File: src/rtl/key_evt_pkg.sv
// Shared definitions for key-handling blocks: FSM encodings and default cycle constants.
package key_evt_pkg;

    typedef enum logic [2:0] {
        ST_IDLE     = 3'd0,
        ST_PRESS1   = 3'd1,
        ST_WAIT2    = 3'd2,
        ST_WAIT_REL = 3'd3,
        ST_LONG     = 3'd4
    } key_state_e;

    // Default timings at a 50 MHz system clock.
    localparam int unsigned DEF_LONG_CYCLES   = 50_000_000;
    localparam int unsigned DEF_GAP_CYCLES    = 15_000_000;
    localparam int unsigned DEF_REPEAT_CYCLES = 10_000_000;

    // Largest of three cycle counts, used to size the shared counter.
    function automatic int unsigned max3(input int unsigned a, input int unsigned b,
                                         input int unsigned c);
        int unsigned m;
        m = a;
        if (b > m) m = b;
        if (c > m) m = c;
        return m;
    endfunction

endpackage

File: src/rtl/key_edge_det.sv
// Registers the debounced key level and flags press/release edges combinationally.
module key_edge_det (
    input  logic clk,
    input  logic rst,
    input  logic key_n,
    output logic press_c,
    output logic rel_c
);

    logic key_q;

    // Previous key level; reset to released so a key held low at reset release reads as a press.
    always_ff @(posedge clk) begin
        if (rst) begin
            key_q <= 1'b1;
        end else begin
            key_q <= key_n;
        end
    end

    assign press_c = key_q & ~key_n;
    assign rel_c   = ~key_q & key_n;

endmodule

File: src/rtl/key_event_classifier.sv
// Turns debounced key activity into click / double-click / long-press / repeat pulses.
module key_event_classifier
    import key_evt_pkg::*;
#(
    parameter int unsigned LONG_CYCLES   = DEF_LONG_CYCLES,
    parameter int unsigned GAP_CYCLES    = DEF_GAP_CYCLES,
    parameter int unsigned REPEAT_CYCLES = DEF_REPEAT_CYCLES
) (
    input  logic clk,
    input  logic rst,
    input  logic deb_key_n,
    output logic key_held,
    output logic press_pulse,
    output logic release_pulse,
    output logic short_click,
    output logic double_click,
    output logic long_press,
    output logic repeat_pulse
);

    localparam int unsigned CNT_W = $clog2(max3(LONG_CYCLES, GAP_CYCLES, REPEAT_CYCLES)) + 1;

    localparam logic [CNT_W-1:0] LONG_LAST   = CNT_W'(LONG_CYCLES - 1);
    localparam logic [CNT_W-1:0] GAP_LAST    = CNT_W'(GAP_CYCLES - 1);
    localparam logic [CNT_W-1:0] REPEAT_LAST = CNT_W'(REPEAT_CYCLES - 1);

    key_state_e       state;
    logic [CNT_W-1:0] cnt;
    logic             press_c;
    logic             rel_c;

    key_edge_det u_edge (
        .clk     (clk),
        .rst     (rst),
        .key_n   (deb_key_n),
        .press_c (press_c),
        .rel_c   (rel_c)
    );

    // Gesture FSM with a single shared counter; every pulse output is a one-cycle register.
    always_ff @(posedge clk) begin
        if (rst) begin
            state         <= ST_IDLE;
            cnt           <= '0;
            key_held      <= 1'b0;
            press_pulse   <= 1'b0;
            release_pulse <= 1'b0;
            short_click   <= 1'b0;
            double_click  <= 1'b0;
            long_press    <= 1'b0;
            repeat_pulse  <= 1'b0;
        end else begin
            key_held      <= ~deb_key_n;
            press_pulse   <= 1'b0;
            release_pulse <= 1'b0;
            short_click   <= 1'b0;
            double_click  <= 1'b0;
            long_press    <= 1'b0;
            repeat_pulse  <= 1'b0;

            case (state)
                ST_IDLE: begin
                    if (press_c) begin
                        state       <= ST_PRESS1;
                        cnt         <= '0;
                        press_pulse <= 1'b1;
                    end
                end
                ST_PRESS1: begin
                    // Release wins over reaching the long-press threshold.
                    if (rel_c) begin
                        state         <= ST_WAIT2;
                        cnt           <= '0;
                        release_pulse <= 1'b1;
                    end else if (cnt == LONG_LAST) begin
                        state      <= ST_LONG;
                        cnt        <= '0;
                        long_press <= 1'b1;
                    end else begin
                        cnt <= cnt + CNT_W'(1);
                    end
                end
                ST_WAIT2: begin
                    // A second press on the expiry cycle still counts as a double click.
                    if (press_c) begin
                        state        <= ST_WAIT_REL;
                        cnt          <= '0;
                        press_pulse  <= 1'b1;
                        double_click <= 1'b1;
                    end else if (cnt == GAP_LAST) begin
                        state       <= ST_IDLE;
                        cnt         <= '0;
                        short_click <= 1'b1;
                    end else begin
                        cnt <= cnt + CNT_W'(1);
                    end
                end
                ST_WAIT_REL: begin
                    if (rel_c) begin
                        state         <= ST_IDLE;
                        cnt           <= '0;
                        release_pulse <= 1'b1;
                    end
                end
                ST_LONG: begin
                    if (rel_c) begin
                        state         <= ST_IDLE;
                        cnt           <= '0;
                        release_pulse <= 1'b1;
                    end else if (cnt == REPEAT_LAST) begin
                        cnt          <= '0;
                        repeat_pulse <= 1'b1;
                    end else begin
                        cnt <= cnt + CNT_W'(1);
                    end
                end
                default: begin
                    state <= ST_IDLE;
                    cnt   <= '0;
                end
            endcase
        end
    end

endmodule

File: config.mk
export PLATFORM = sky130hd
export DESIGN_NAME = key_event_classifier
export DESIGN_NICKNAME = d
export VERILOG_FILES = /design/src/rtl/key_evt_pkg.sv /design/src/rtl/key_edge_det.sv /design/src/rtl/key_event_classifier.sv
export SDC_FILE = /design/constraint.sdc
export NUM_CORES = 1
export LEC_CHECK = 0
export BUFFER_PORTS_ARGS = -buffer_cell sky130_fd_sc_hd__buf_2
export CELL_PAD_IN_SITES_DETAIL_PLACEMENT = 0
export CELL_PAD_IN_SITES_GLOBAL_PLACEMENT = 1
export CORE_ASPECT_RATIO = 0.9
export CORE_MARGIN = 2
export CORE_UTILIZATION = 49
export DETAILED_ROUTE_END_ITERATION = 7
export PLACE_DENSITY_LB_ADDON = 0.1
export RECOVER_POWER = 100
export SYNTH_ARGS = -nofsm -noshare
export SYNTH_HDL_FRONTEND = slang
export SYNTH_SLANG_ARGS = --single-unit
File: constraint.sdc
create_clock -name clk -period 6.1 [get_ports clk]
set_input_delay 0.305 -clock clk [delete_from_list [all_inputs] [get_ports clk]]
set_output_delay 0.305 -clock clk [all_outputs]
set_load 0.01 [all_outputs]
==> reports/summary.txt, run 1 <==
PortBufs - 9
Reg clk slew, reported paths - 0.07 ns
CTS Buf Count - 5
setup TNS - 0 ns
number of core rows - 21
final WL - 4730 µm
post-synthesis mux area share - 1.01%
endpoint class of the critical path - flip-flop
Worst-Margin Slew - 1.17 ns
outcome - complete, no violations
worst hold slack - 0.224 ns
drt first pass iters - 4
WP data required - 6.26 ns
Mapped Cells - 240
largest family of logic cells by synthesized area - simple AND/OR/NAND/NOR gates
crit share post-route - 49.7%
Antenna diodes - 0
nets@finish - 248
Finished Cell Area - 2100 µm²
layout cell share with drive strength beyond 1 - 5.71%
Synth Area in Adders - 0.630%
DRC viols - 0
initial antenna violation count - 0
XOR/XNOR share of the synthesized area - 4.85%
vias in the first global route - 1731
count leader, synth - dfxtp_1
Hold Buf Count CTS - 0
grt ovf - 0
CP Launch Type - flip-flop
Final Hold Fails - 0
pwr dens - 303 nW/µm²
fraction of registers with async set/reset - 0%
post-CTS sizing - 0
CP cell instances - or4_1 -> or4_1 -> o21ai_0 -> a31oi_1 -> a41oi_1 -> a31oi_1
Slowest cell on crit path - or4_1
H-tree depth - 2
sequential fraction of the synthesis area - 38.3%
Hold Path Class - primary input to flip-flop
VDD IR max - 0.277 mV
Netlist cell types - 49
max-slew violations - 0
vias per inst - 6.34
DRT antenna net count - 0
synthesized cell area - 1990 µm²
Leak - 0.632 nW
Ys Warns - 0
f_max - 0.330 GHz
Yosys top cell by area - dfxtp_1
CP Class - flip-flop to flip-flop
Mean Syn Cell Area - 8.27 µm²
Syn Nets - 244
CTS tree - built
critical path peak fanout - 15
# setup viols final - 0
register bit total from synthesis - 38
number of flops mapped to enable cells by yosys - 0
IO Pins - 10
CTS sink count - 38
Max-Cap Viols - 0
drt first-iter violations - 140
GRT Overall Usage - 22.1%
fill count - 357
Crit path largest cell delay - 0.58 ns
largest net degree at the start of global routing - 18
most instantiated cells after synthesis - 38 x dfxtp_1, 26 x nor2_1, 20 x nand2_1, 15 x nand3_1, 12 x a21oi_1
drt wl/cell - 16.3 µm
Clock Skew - 0.00575 ns
first-pass GRT wire length - 8010 µm
die area - 4580 µm²
Post-Synth Simple-Gate Area - 35.8%
RSZ-0062 raised after global routing - false
CTS max path bufs - 2
top_reg_cell synth - dfxtp_1
Worst-Skew Late Latency - 0.29 ns
GP Congestion - 0.872
Tmin final - 3.03 ns
Post-CTS Setup Inserts - 0
area grow syn2layout - 5.61%
die width - 71.1 µm
root buf cell - clkbuf_8
Initial Util - 52.1%
worst path arrival time - 3.20 ns
Core ar. - 3810 µm²
Max-slew headroom - 21.9%
Yosys top cell area share - 38.3%
HPWL after detailed placement - 3400 µm
Area contributors post-synth - dfxtp_1 38%, nor2_1 4.9%, nand2_1 3.8%, nand3_1 3.8%, nand4_1 3.5%
Synth Area in Compound Gates - 15.4%
via count - 1845
Die Span Y - 64.4 µm
DP Area - 2030 µm²
report_power, final:
part	switching (mW)	leakage, nW	internal (mW)
Clock	0.0870	0.0524	0.122
Combinational	0.0971	0.273	0.0469
Sequential	0.0189	0.307	0.263
kinds of logic (layout without fill, tap and decap cells):
group / count (synthesis) / after routing
AND/OR/NAND/NOR: 128 / 128
multiplexers: 2 / 2
buffers and inverters: 18 / 23
flip-flops: 38 / 38
XOR/XNOR: 11 / 11
AO/OA/AOI/OAI: 42 / 42
adder cells (fa/ha/maj): 1 / 1
layout make-up:
class / count / area (µm²) / area share [%]
inverters: 6 / 22.5 / 1.07
flip-flops and latches: 38 / 761 / 36.3
multi-input cells: 184 / 1110 / 53.2
well taps: 46 / 57.6 / 2.74
clock buffers: 7 / 76.3 / 3.64
repair buffers: 9 / 35.0 / 1.67
clock inverters: 1 / 30.0 / 1.43
flip-flops by register name, indices dropped and copies added (netlist names):
register / count
cnt: 27
state: 3
double_click: 1
key_held: 1
long_press: 1
press_pulse: 1
release_pulse: 1
repeat_pulse: 1
short_click: 1
u_edge.key_q: 1
worst max-delay path: cells and delay by family (launching register included):
family	cells	cell delay, ns
flip-flops	1	0.37
AND/OR/NAND/NOR	2	1.14
AO/OA/AOI/OAI	4	1.40
final timing paths:
kind,start,end,slack (ns),depth (start not counted)
worst min-delay path,deb_key_n,key_held,0.22,2
worst max-delay path,cnt[11],cnt[10],3.07,6
worst max register to register,cnt[11],cnt[10],3.07,6
worst min register to register,cnt[6],cnt[6],0.49,2
placed cells by master (no fill, tap or decap), drive strengths merged, types with 6 or more instances in the layout:
| cell type | instances |
|---|---|
| nand2b | 6 |
| a21oi | 12 |
| nor2 | 26 |
| clkbuf | 15 |
| xnor2 | 6 |
| nand3 | 16 |
| a31oi | 11 |
| dfxtp | 38 |
| inv | 6 |
| nor4 | 6 |
| nand2 | 20 |
| nor3 | 9 |
| o21ai | 8 |
| nand4 | 11 |
layer usage:
layer	routed length, µm	global-route usage (%)	vias to the layer above
met5	0	0	-
met4	136	9.91	0
met3	306	4.89	16
met2	2110	33.8	67
met1	2180	29.8	872
li1	-	-	890
through the flow:
step / utilization [%] / cells / total power [mW] / setup WS [ns]
after global placement: 53.3 / 283 / 0.434 / 3.52
after detailed placement: 53.3 / 283 / 0.439 / 3.43
after floorplan: - / 240 / 0.410 / 3.66
after CTS: 56.1 / 291 / 0.646 / 3.42
final: 55.0 / 291 / 0.635 / 3.07
after global routing: 55.0 / 291 / 0.667 / 2.80
No activity file was read; power rests on OpenSTA's default activity.
==> run 2: changes to the inputs <==
CORE_UTILIZATION = 41   (was 49)
clock period = 2.7 ns   (was 6.1 ns; I/O delays follow)
==> reports/summary.txt, run 2 (synthesized netlist as in run 1, its figures left out) <==
layout cell share with drive strength beyond 1 - 12.2%
DP Area - 2130 µm²
vias in the first global route - 1725
Clock Skew - 0.00845 ns
# setup viols final - 0
Max-slew headroom - 61.6%
Die Span Y - 70.0 µm
worst path arrival time - 2.70 ns
drt wl/cell - 15.6 µm
Top reg by flops - cnt
IO Pins - 10
WP data required - 2.87 ns
drt first-iter violations - 99
RSZ-0062 raised after global routing - false
max FFs per register - 27
worst hold slack - 0.0327 ns
PortBufs - 9
Tmin final - 2.53 ns
VDD IR max - 0.424 mV
endpoint class of the critical path - flip-flop
R2R depth - 6
Post-CTS Setup Inserts - 0
most frequent cells in the layout - 38 x dfxtp_1, 26 x nor2_1, 20 x nand2_1, 15 x nand3_1, 12 x a21oi_1
CTS tree - built
root buf cell - clkbuf_8
R2R setup slack - 0.17 ns
critical path peak fanout - 7
DRT antenna net count - 0
Core ar. - 4740 µm²
H-tree depth - 2
f_max - 0.396 GHz
post-CTS sizing - 0
Reg clk slew, reported paths - 0.08 ns
Crit path buffers/inverters - 0
CP cell instances - or4_4 -> or4_1 -> o21ai_2 -> nand3_2 -> a22oi_1 -> nor2_1
CTS max path bufs - 2
vias per inst - 5.61
first-pass GRT wire length - 8140 µm
CP Class - flip-flop to flip-flop
crit-path leading delay family - simple AND/OR/NAND/NOR gates
Hold Buf Count CTS - 0
number of core rows - 24
Finished Cell Area - 2270 µm²
via count - 1789
WP depth - 6
drt first pass iters - 4
Hold Path Class - primary input to flip-flop
final WL - 4960 µm
CP Launch Type - flip-flop
GP Congestion - 0.796
initial antenna violation count - 0
area grow syn2layout - 14.6%
grt ovf - 0
Max-Cap Viols - 0
Largest regs - cnt: 27 flops, state: 3 flops
largest net degree at the start of global routing - 18
pwr dens - 712 nW/µm²
HPWL after detailed placement - 3520 µm
nets@finish - 257
Slowest cell on crit path - or4_1
Crit path largest cell delay - 0.59 ns
die width - 77.4 µm
Antenna diodes - 0
max-slew violations - 0
setup TNS - 0 ns
Worst-Skew Late Latency - 0.30 ns
crit share post-route - 93.6%
DRC viols - 0
outcome - complete, no violations
Initial Util - 41.9%
GRT Overall Usage - 19.0%
die area - 5420 µm²
Leak - 0.710 nW
Final Hold Fails - 0
CTS sink count - 38
post-layout util - 47.9%
CTS Buf Count - 5
Worst-Margin Slew - 0.570 ns
hold depth - 2
commonest non-fill, non-tap cell in the layout - dfxtp_1
-- run 2: area by class of cell --
| cell class | instances | area, µm² |
|---|---|---|
| Inverter | 6 | 22.5 |
| Fill cell | 515 | 2470 |
| Sequential cell | 38 | 761 |
| Clock buffer | 6 | 82.6 |
| Tap cell | 65 | 81.3 |
| Clock inverter | 2 | 60.1 |
| Timing Repair Buffer | 17 | 109 |
| Multi-Input combinational cell | 185 | 1160 |
-- run 2: final timing paths --
path / from / end
max: cnt[16] / cnt[1]
min reg2reg: cnt[26] / cnt[26]
max reg2reg: cnt[16] / cnt[1]
min: deb_key_n / key_held
-- run 2: power breakdown --
group	leakage (nW)	switching, mW	internal [mW]
registers	0.307	0.0415	0.594
logic	0.332	0.243	0.141
clock network	0.0714	0.207	0.394
-- run 2: metrics by stage --
| stage | setup slack (ns) | total power, mW | std cells |
|---|---|---|---|
| 2_1_floorplan | 0.258 | 0.927 | 240 |
| 3_3_place_gp | 0.153 | 1.02 | 310 |
| 3_5_place_dp | 0.0931 | 1.01 | 310 |
| 4_1_cts | 0.0962 | 1.62 | 318 |
| 5_1_grt | 0.0199 | 1.71 | 319 |
| 6_report | 0.174 | 1.62 | 319 |
-- run 2: worst register-to-register path, stage by stage, from the launching register on --
cell and delay, ns:
dfxtp_1 0.36, or4_4 0.54, or4_1 0.59, o21ai_2 0.39
nand3_2 0.22, a22oi_1 0.24, nor2_1 0.06
-- run 2: metal layers --
| layer | global-route usage [%] | vias to the layer above | part of all wire, % |
|---|---|---|---|
| li1 | - | 912 | - |
| met1 | 25.6 | 834 | 52 |
| met2 | 29.3 | 33 | 42 |
| met3 | 4.26 | 10 | 2.9 |
| met4 | 7.94 | 0 | 2.1 |
| met5 | 0 | - | 0 |
==> run 3: changes to the inputs <==
CORE_UTILIZATION = 49   (was 41)
clock period = 3.1 ns   (was 2.7 ns; I/O delays follow)
==> reports/summary.txt, run 3 (synthesized netlist as in run 1, its figures left out) <==
Final Hold Fails - 0
CP Class - flip-flop to flip-flop
CTS max path bufs - 2
Tmin final - 2.83 ns
# setup viols final - 0
CP Launch Type - flip-flop
Slowest cell on crit path - or4_1
largest net degree at the start of global routing - 18
Leak - 0.634 nW
GP Congestion - 0.891
vias per inst - 6.23
worst path arrival time - 3.00 ns
endpoint class of the critical path - flip-flop
commonest non-fill, non-tap cell in the layout - dfxtp_1
PortBufs - 9
Reg clk slew, reported paths - 0.07 ns
Crit path largest cell delay - 0.59 ns
drt first pass iters - 4
CTS sink count - 38
RSZ-0062 raised after global routing - false
R2R setup slack - 0.27 ns
vias in the first global route - 1689
post-layout util - 55.1%
first-pass GRT wire length - 7870 µm
most frequent cells in the layout - 38 x dfxtp_1, 26 x nor2_1, 20 x nand2_1, 16 x nand3_1, 12 x a21oi_1
Die Span Y - 64.4 µm
root buf cell - clkbuf_8
CTS tree - built
Worst-Margin Slew - 0.823 ns
VDD IR max - 0.261 mV
drt first-iter violations - 135
Post-CTS Setup Inserts - 0
Finished Cell Area - 2100 µm²
HPWL after detailed placement - 3330 µm
crit share post-route - 91.2%
Clock Skew - 0.00469 ns
GRT Overall Usage - 21.7%
Top reg by flops - cnt
die area - 4580 µm²
pwr dens - 569 nW/µm²
initial antenna violation count - 0
Antenna diodes - 0
post-CTS sizing - 0
Core ar. - 3810 µm²
DRC viols - 0
Hold Buf Count CTS - 0
layout cell share with drive strength beyond 1 - 7.32%
Max-slew headroom - 45.1%
WP data required - 3.27 ns
Largest regs - cnt: 27 flops, state: 3 flops
Initial Util - 52.1%
final WL - 4650 µm
Hold Path Sink - key_held
Worst-Skew Late Latency - 0.30 ns
nets@finish - 249
fill count - 368
CP cell instances - or4_1 -> or4b_1 -> o41ai_4 -> a31oi_2 -> a41oi_1 -> a31oi_1
die width - 71.1 µm
outcome - complete, no violations
drt wl/cell - 15.9 µm
critical path peak fanout - 15
H-tree depth - 2
f_max - 0.354 GHz
Hold Path Class - primary input to flip-flop
max FFs per register - 27
Hold Crit Start - deb_key_n
R2R Path End - cnt[10]
DRT antenna net count - 0
via count - 1819
area grow syn2layout - 5.73%
number of core rows - 21
hold depth - 2
max-slew violations - 0
Max-Cap Viols - 0
R2R depth - 6
grt ovf - 0
IO Pins - 10
DP Area - 2040 µm²
CTS Buf Count - 5
worst reg2reg path startpoint - cnt[11]
setup TNS - 0 ns
[run 3: cell type report]
class	count	area, µm²	area share (%)
Clock buffer	7	86.3	4.11
Clock inverter	1	5.00	0.238
Inverter	6	22.5	1.07
Multi-Input combinational cell	184	1120	53.6
Sequential cell	38	761	36.2
Tap cell	46	57.6	2.74
Timing Repair Buffer	10	42.5	2.03
[run 3: worst max-delay path, delay by kind of cell (launching register included)]
family	cells	cell delay [ns]
and+or+nand+nor	2	1.15
DFF	1	0.37
AOI/OAI and AO/OA	4	1.18
[run 3: worst max path at each step]
stage	startpoint	endpoint	slack, ns	depth (start not counted)
after floorplan	cnt[11]	cnt[22]	0.66	7
after global placement	cnt[11]	cnt[23]	0.51	5
after detailed placement	cnt[11]	cnt[11]	0.40	5
after CTS	cnt[11]	cnt[11]	0.38	5
after global routing	cnt[11]	cnt[10]	0.16	6
final	cnt[11]	cnt[10]	0.27	6
[run 3: per-stage QoR]
step / hold WS (ns) / power [mW] / cells / setup WS, ns
2_1_floorplan: 0.239 / 0.807 / 240 / 0.658
3_3_place_gp: 0.360 / 0.854 / 284 / 0.514
3_5_place_dp: 0.375 / 0.861 / 284 / 0.397
4_1_cts: 0.0625 / 1.21 / 292 / 0.382
5_1_grt: 0.0753 / 1.27 / 292 / 0.163
6_report: 0.0716 / 1.19 / 292 / 0.273
[run 3: where the power goes]
group	internal, mW	switching (mW)	leakage (nW)
Sequential	0.517	0.0376	0.307
Combinational	0.0953	0.194	0.279
Clock	0.179	0.170	0.0482
Total	0.792	0.402	0.634
[run 3: routing by layer]
metal  vias to the layer above  track usage (%)  routed length, µm
met5                         -                0                  0
met4                         0             7.78                 53
met3                         5             4.73                320
met2                        73             33.6               2080
met1                       851             29.6               2200
li1                        890                -                  -
